`src/rtl/e203_ifu_flush_rsp.sv`:
```
// IFU end of the commit flush interface: single-outstanding sequential fetcher
// that redirects to the flush adder result and answers the WFI halt handshake.
module e203_ifu_flush_rsp #(
  parameter int                 PC_SIZE = 32,
  parameter logic [PC_SIZE-1:0] RST_PC  = PC_SIZE'(32'h8000_0000)
) (
  input  logic               clk,
  input  logic               rst,
  input  logic               pipe_flush_req,
  input  logic [PC_SIZE-1:0] pipe_flush_add_op1,
  input  logic [PC_SIZE-1:0] pipe_flush_add_op2,
  output logic               pipe_flush_ack,
  input  logic               ifu_halt_req,
  output logic               ifu_halt_ack,
  output logic               fch_cmd_valid,
  input  logic               fch_cmd_ready,
  output logic [PC_SIZE-1:0] fch_cmd_addr,
  input  logic               fch_rsp_valid,
  output logic               fch_rsp_ready,
  input  logic [31:0]        fch_rsp_instr,
  output logic               ir_valid,
  input  logic               ir_ready,
  output logic [PC_SIZE-1:0] ir_pc,
  output logic [31:0]        ir_instr
);

  typedef enum logic [1:0] {RUN, HALTING, HALTED} state_t;

  state_t             state_reg, state_next;
  logic [PC_SIZE-1:0] pc_reg;
  logic [PC_SIZE-1:0] cmd_pc_reg;
  logic               out_reg;
  logic               drop_reg;

  logic               cmd_hs;
  logic               rsp_hs;
  logic               rsp_discard;
  logic [PC_SIZE-1:0] flush_target;

  // Carry out of the flush adder is intentionally lost: targets wrap.
  assign flush_target   = pipe_flush_add_op1 + pipe_flush_add_op2;

  assign pipe_flush_ack = pipe_flush_req;
  assign ifu_halt_ack   = (state_reg == HALTED);

  assign fch_cmd_valid  = (state_reg == RUN) & ~out_reg & ~pipe_flush_req;
  assign fch_cmd_addr   = pc_reg;
  assign fch_rsp_ready  = drop_reg | pipe_flush_req | ~ir_valid | ir_ready;

  assign cmd_hs         = fch_cmd_valid & fch_cmd_ready;
  assign rsp_hs         = fch_rsp_valid & fch_rsp_ready;
  assign rsp_discard    = drop_reg | pipe_flush_req;

  always_comb begin
    state_next = state_reg;
    case (state_reg)
      RUN:     if (ifu_halt_req) state_next = HALTING;
      HALTING: begin
        if (!ifu_halt_req)            state_next = RUN;
        else if (!out_reg || rsp_hs)  state_next = HALTED;
      end
      HALTED:  if (!ifu_halt_req) state_next = RUN;
      default: state_next = RUN;
    endcase
  end

  always_ff @(posedge clk) begin
    if (rst) begin
      state_reg  <= RUN;
      pc_reg     <= RST_PC;
      cmd_pc_reg <= '0;
      out_reg    <= 1'b0;
      drop_reg   <= 1'b0;
      ir_valid   <= 1'b0;
      ir_pc      <= '0;
      ir_instr   <= '0;
    end else begin
      state_reg <= state_next;

      if (pipe_flush_req) begin
        pc_reg <= flush_target;
      end else if (cmd_hs) begin
        pc_reg <= pc_reg + PC_SIZE'(4);
      end

      if (cmd_hs) begin
        cmd_pc_reg <= pc_reg;
      end

      if (cmd_hs) begin
        out_reg <= 1'b1;
      end else if (rsp_hs) begin
        out_reg <= 1'b0;
      end

      // A response already on the bus during a flush is discarded right
      // away, so only a still-pending fetch needs a deferred drop.
      if (pipe_flush_req) begin
        drop_reg <= out_reg & ~fch_rsp_valid;
      end else if (rsp_hs) begin
        drop_reg <= 1'b0;
      end

      if (pipe_flush_req) begin
        ir_valid <= 1'b0;
      end else if (rsp_hs && !rsp_discard) begin
        ir_valid <= 1'b1;
        ir_pc    <= cmd_pc_reg;
        ir_instr <= fch_rsp_instr;
      end else if (ir_valid && ir_ready) begin
        ir_valid <= 1'b0;
      end
    end
  end

endmodule

```
`config.mk`:
```
export PLATFORM = sky130hd
export DESIGN_NAME = e203_ifu_flush_rsp
export DESIGN_NICKNAME = d
export VERILOG_FILES = /design/src/rtl/e203_ifu_flush_rsp.sv
export SDC_FILE = /design/constraint.sdc
export NUM_CORES = 1
export LEC_CHECK = 0
export CAP_MARGIN = 5
export CORE_ASPECT_RATIO = 0.75
export CORE_MARGIN = 3
export CORE_UTILIZATION = 30
export CTS_BUF_LIST = sky130_fd_sc_hd__clkbuf_2 sky130_fd_sc_hd__clkbuf_4 sky130_fd_sc_hd__clkbuf_8
export CTS_CLUSTER_DIAMETER = 120
export DETAILED_ROUTE_END_ITERATION = 12
export DONT_BUFFER_PORTS = 1
export GPL_ROUTABILITY_DRIVEN = 1
export HOLD_SLACK_MARGIN = 0.12
export PLACE_DENSITY_LB_ADDON = 0.1
export SLEW_MARGIN = 0
export SYNTH_ARGS = -nofsm -noshare
export SYNTH_HDL_FRONTEND = slang
export SYNTH_SLANG_ARGS = --single-unit
```
`constraint.sdc`:
```
create_clock -name clk -period 1.9 [get_ports clk]
set_clock_uncertainty 0.1 [all_clocks]
set_input_delay 0 -clock clk [delete_from_list [all_inputs] [get_ports clk]]
set_output_delay 0 -clock clk [all_outputs]
set_load 0.01 [all_outputs]
```
* After elaboration in Yosys (flattened, before gate mapping) *
Cells that the tools add are included.

cells by class
  $add $sub $neg = 2
  mux-type cells = 12
  equality and inequality tests = 5
  bitwise gates (word level) = 12
  reduce and logical (&&, ||, !) cells = 13

operators with widths
  cell                                            number
  2-to-1 mux 32 bit                               2
  adder 32 x 3 -> 32 bit (second input constant)  1
  adder 32 bit                                    1
  2-to-1 mux 2 bit                                4
  nonzero test 2 bit                              4
  case mux 2 bit (3 select lines)                 1
  AND 1 bit                                       5
  2-to-1 mux 1 bit                                5
  inequality test 2 bit (second input constant)   2
  inverter 1 bit                                  4
  inequality test 3 bit (second input constant)   1
  bitwise OR 1 bit                                3
  AND reduction 3 bit                             1
  == test 2 x 1 -> 1 bit (second input constant)  1
  == test 2 bit (second input constant)           1
  logical AND 1 bit                               2
  zero test 1 bit                                 2
  zero test 2 bit                                 1
  AND reduction 2 bit                             1
  OR reduction 2 bit                              1
  logical OR 1 bit                                1

storage, ports and cells
  logic and storage cells = 52
  input bits = 103
  output and inout port bits = 101
  bits in registers = 133

* Longest topological paths before layout *
  word-level depth = 8
  mapped depth = 11
  depth with buffers taken out = 11

* Worst setup path after synthesis *
No wires, ideal clock.

  path type = input to register
  from = in pipe_flush_add_op1[17]
  to = reg pc_reg[30], in the netlist fch_cmd_addr[30]
  required time = 1.683 ns
  path buffers = 1
  data arrival time = 1.776 ns
  stages = 10
  setup time = 0.117 ns
  setup slack = -0.094 ns
  cells stage by stage = ha_1 buf_4 a21oi_2 o21ai_1 a21o_1 a21o_1 a31oi_1 a21oi_1 or3_1 a32o_1

between the ends
  cells in the longest elaborated chain, start to end = 2

RTL lines
  element                 line  text
  start: declaration      10    input logic [PC_SIZE-1:0] pipe_flush_add_op1,
  adder 32 bit            41    assign flush_target = pipe_flush_add_op1 + pipe_flush_add_op2;
  2-to-1 mux 32 bit       80    if (pipe_flush_req) begin
  end signal: assignment  81    pc_reg <= flush_target;
  end signal: assignment  83    pc_reg <= pc_reg + PC_SIZE'(4);
  end: declaration        30    logic [PC_SIZE-1:0] pc_reg;

Every way passes these cells.
A chain may end at the register's enable or synchronous reset.

* Worst setup path after layout *
  from = reg state_reg[0]
  to = reg pc_reg[30], in the netlist fch_cmd_addr[30]

between the ends
  cells in the longest elaborated chain, start to end = 5

RTL lines
  element                       line  text
  start: declaration            29    state_t state_reg, state_next;
  start signal: assignment      78    state_reg <= state_next;
  zero test 2 bit               46    assign fch_cmd_valid = (state_reg == RUN) & ~out_reg & ~pipe_flush_req;
  AND 1 bit (2 in series)       46
  AND 1 bit                     50    assign cmd_hs = fch_cmd_valid & fch_cmd_ready;
  nonzero test 2 bit (no line)  --

Every way passes these cells.

==> summary.md <==
| Metric | Value |
|---|---|
| Tot Pwr | `0.00735 W` |
| Post-synth top area cell | `dfxtp_1` |
| Worst Hold Path Cells | `1` |
| Post-synth EDFFs | `0` |
| Die Area | `25,100 um2` |
| Final slew viol count | `0` |
| Commonest cells post-synth | `nand2_1 (225), dfxtp_1 (133), a21oi_1 (119)` |
| Detail Route Antenna Nets | `0` |
| Critical Path RT | `2140 ps` |
| Final hold violations | `126` |
| Top_reg_cell synth | `dfxtp_1` |
| Dpl cell area | `8210 um2` |
| Rel. slew slack | `55.8%` |
| Clock root cell | `clkbuf_8` |
| Pwr Density | `786 nW/um2` |
| Area grow syn2layout | `34.0%` |
| Post-DP HPWL | `16.7 mm` |
| Maxcap violations | `0` |
| Number of port buffers | `0` |
| Routed WL | `23.2 mm` |
| Cells after synthesis | `approximately 900` |
| GRT Total Usage | `17.5%` |
| Kind of critical path | `register to register` |
| Sw Pwr | `0.00219 W` |
| Syn Nets | `just over 1,000` |
| Worst hold endpoint | `ir_instr[20]` |
| Num CTS Buffers | `17` |
| Synth area leaders | `dfxtp_1 (38%), nand2_1 (12%), a21oi_1 (8.5%)` |
| Fin area | `9350 um2` |
| I/O pin total | `around 200` |
| Dpl cells | `~1,300` |
| Initial antenna violation count | `0` |
| # setup viols final | `13` |
| Clock H-tree levels | `4` |
| Status | `complete, but fails checks` |
| Drt wl/cell | `around 17 um` |
| Critical Path Start Type | `register` |
| R2r setup slk | `-90 ps` |
| Peak supply drop | `roughly 0.47 mV` |
| Avg Vias per Cell | `4.97` |
| Clock sinks | `133` |
| Gp weighted congestion | `just over 0.8` |
| Final Util | `41.6%` |
| Final cell count without fillers | `roughly 1,300` |
| Switching share of power | `29.8%` |
| Global route overflow | `0` |
| Initial Util | `31.1%` |
| RSZ-0062 raised after global routing | `true` |
| Core Area | `~22,000 um2` |
| Warnings from Yosys | `0` |
| Share of the synthesized area in the top cell type | `38.2%` |
| Clock transition at path regs | `90 ps` |
| Nature of the critical path endpoint | `register` |
| Wire length of the first global-routing pass | `between 30 and 40 mm` |
| Flop pwr share | `41.5%` |
| Diodes inserted | `0` |
| Data arrival, critical path | `2230 ps` |
| Row cnt | `47` |
| Drt pass-1 iters | `5` |
| Crit-path max FO | `4` |
| Die Wd | `about 180 um` |
| Combinational cell fraction of total power | `22.0%` |
| DRC | `0` |
| DRT iter0 DRCs | `353` |
| Reg2reg start | `state_reg[0]` |
| Period utilization | `105%` |
| Asr flop ratio synth | `0%` |
| Die Y | `~140 um` |
| Final hold slack | `-474 ps` |
| Worst-Skew Late Latency | `440 ps` |
| Leak | `3.78 nW` |
| Synth cell types | `66` |
| Reg-to-Reg End | `fch_cmd_addr[30]` |
| Yosys reg bits | `133` |
| Setup WS post-layout | `-90.8 ps` |
| Mapped Avg Cell Area | `7.86 um2` |
| Hold Startpoint | `rst` |
| Clock share of power | `between 30% and 40%` |
| Clock tree from TritonCTS | `done` |
| Synthesized cell area | `6980 um2` |
| Min-Delay Path Class | `input port to register` |
| Vias post-DR | `roughly 6,600` |
| Internal power | `a little over 0.005 W` |
| Fmax | `502 MHz` |
| Most frequent cell after synthesis | `nand2_1` |
| Failing checks | `hold timing, setup timing` |
| Fin crit period | `1990 ps` |
| Pin count of the biggest net entering global routing | `128` |
| Register area share after synthesis | `38.2%` |
| Clk buf depth | `2` |
| Layout cells sized above 1 | `25.1%` |
| Worst-Margin Slew | `approximately 660 ps` |
| Final net count | `1,160` |
| Vias in the first global route | `6,262` |
| Worst r2r path cells | `8` |
placed cells by master (no fill, tap or decap), drive strengths merged, types with 5 or more instances in the layout:
cell / netlist / final
nor3: 6 / 7
and3: 10 / 10
dlygate4sd3: 0 / 21
o21ai: 17 / 17
nor2b: 8 / 8
o21bai: 5 / 5
xnor2: 37 / 37
a21oi: 122 / 122
and4: 8 / 8
xor2: 18 / 18
nand3: 21 / 21
nand2: 227 / 227
inv: 16 / 18
a211oi: 24 / 24
nor2: 57 / 57
dfxtp: 133 / 133
nand2b: 6 / 6
nand4: 9 / 9
buf: 19 / 145
clkbuf: 33 / 21
a21o: 19 / 19
ha: 32 / 32
repair_timing:
action / 4_1_cts / 5_1_grt
resized for setup: 23 / 44
buffers inserted: 2 / 12
gates cloned: 1 / 4
pin swaps: 12 / 36
hold endpoints to repair: 135 / 130
hold buffers: 20 / 2
endpoints found under the setup margin: 88 / 90
how the worst max path moves through the flow:
stage	slack [ps]	cells past startpoint	endpoint	start
global placement	-350	11	fch_cmd_addr[30]	pipe_flush_add_op1[0]
finish	-90	8	fch_cmd_addr[30]	state_reg[0]
floorplan	-70	11	fch_cmd_addr[30]	pipe_flush_add_op1[0]
global route	-190	8	fch_cmd_addr[27]	state_reg[0]
CTS	-110	8	fch_cmd_addr[14]	out_reg
detailed placement	-400	11	fch_cmd_addr[30]	pipe_flush_add_op1[0]
cell type report:
cell class	instances	area (um2)
tap	294	368
multi-input combinational	687	4340
timing repair buffer	169	1460
clock buffer	18	241
sequential	133	2680
clock inverter	14	203
inverter	16	60.1
fill	2362	13100
metal layers:
metal	vias up	wire length, um	track usage [%]
met2	165	9860	25.7
met1	3102	11400	24.6
met4	0	191	3.04
li1	3338	-	-
met5	-	0	0
met3	10	1830	6.80
worst max-delay path: stages (launching register included):
cell	delay [ps]
dfxtp_2	340
nor4b_4	380
nor2b_4	240
buf_6	120
buf_4	120
nand3_4	100
nand2b_4	160
xnor2_1	120
a32o_1	210
logic make-up (layout without fill, tap and decap cells):
kind of cell / Yosys count / after routing / share of synthesized area [%]
AO/OA/AOI/OAI: 223 / 223 / 20.3
XOR/XNOR: 55 / 55 / 6.91
adder cells (fa/ha/maj): 33 / 33 / 6.03
buffers and inverters: 68 / 217 / 4.16
flip-flops: 133 / 133 / 38.2
multiplexers: 3 / 3 / 0.431
AND/OR/NAND/NOR: 372 / 373 / 24.0
power groups by stage:
stage | logic [W] | registers, W | clock network (W)
3_5_place_dp | 0.00147 | 0.00311 | 0
4_1_cts | 0.00154 | 0.00305 | 0.00277
6_report | 0.00161 | 0.00305 | 0.00269
2_1_floorplan | 0.000876 | 0.00315 | 0
3_3_place_gp | 0.00147 | 0.00311 | 0
5_1_grt | 0.00178 | 0.00307 | 0.00291
per-stage QoR:
step / worst slack [ps] / TNS [ps]
6_report: -90.8 / -513
5_1_grt: -194 / -3700
4_1_cts: -111 / -642
3_5_place_dp: -398 / -16360
3_3_place_gp: -352 / -12850
2_1_floorplan: -66.0 / -119
Power figures use the tool's default switching activity.
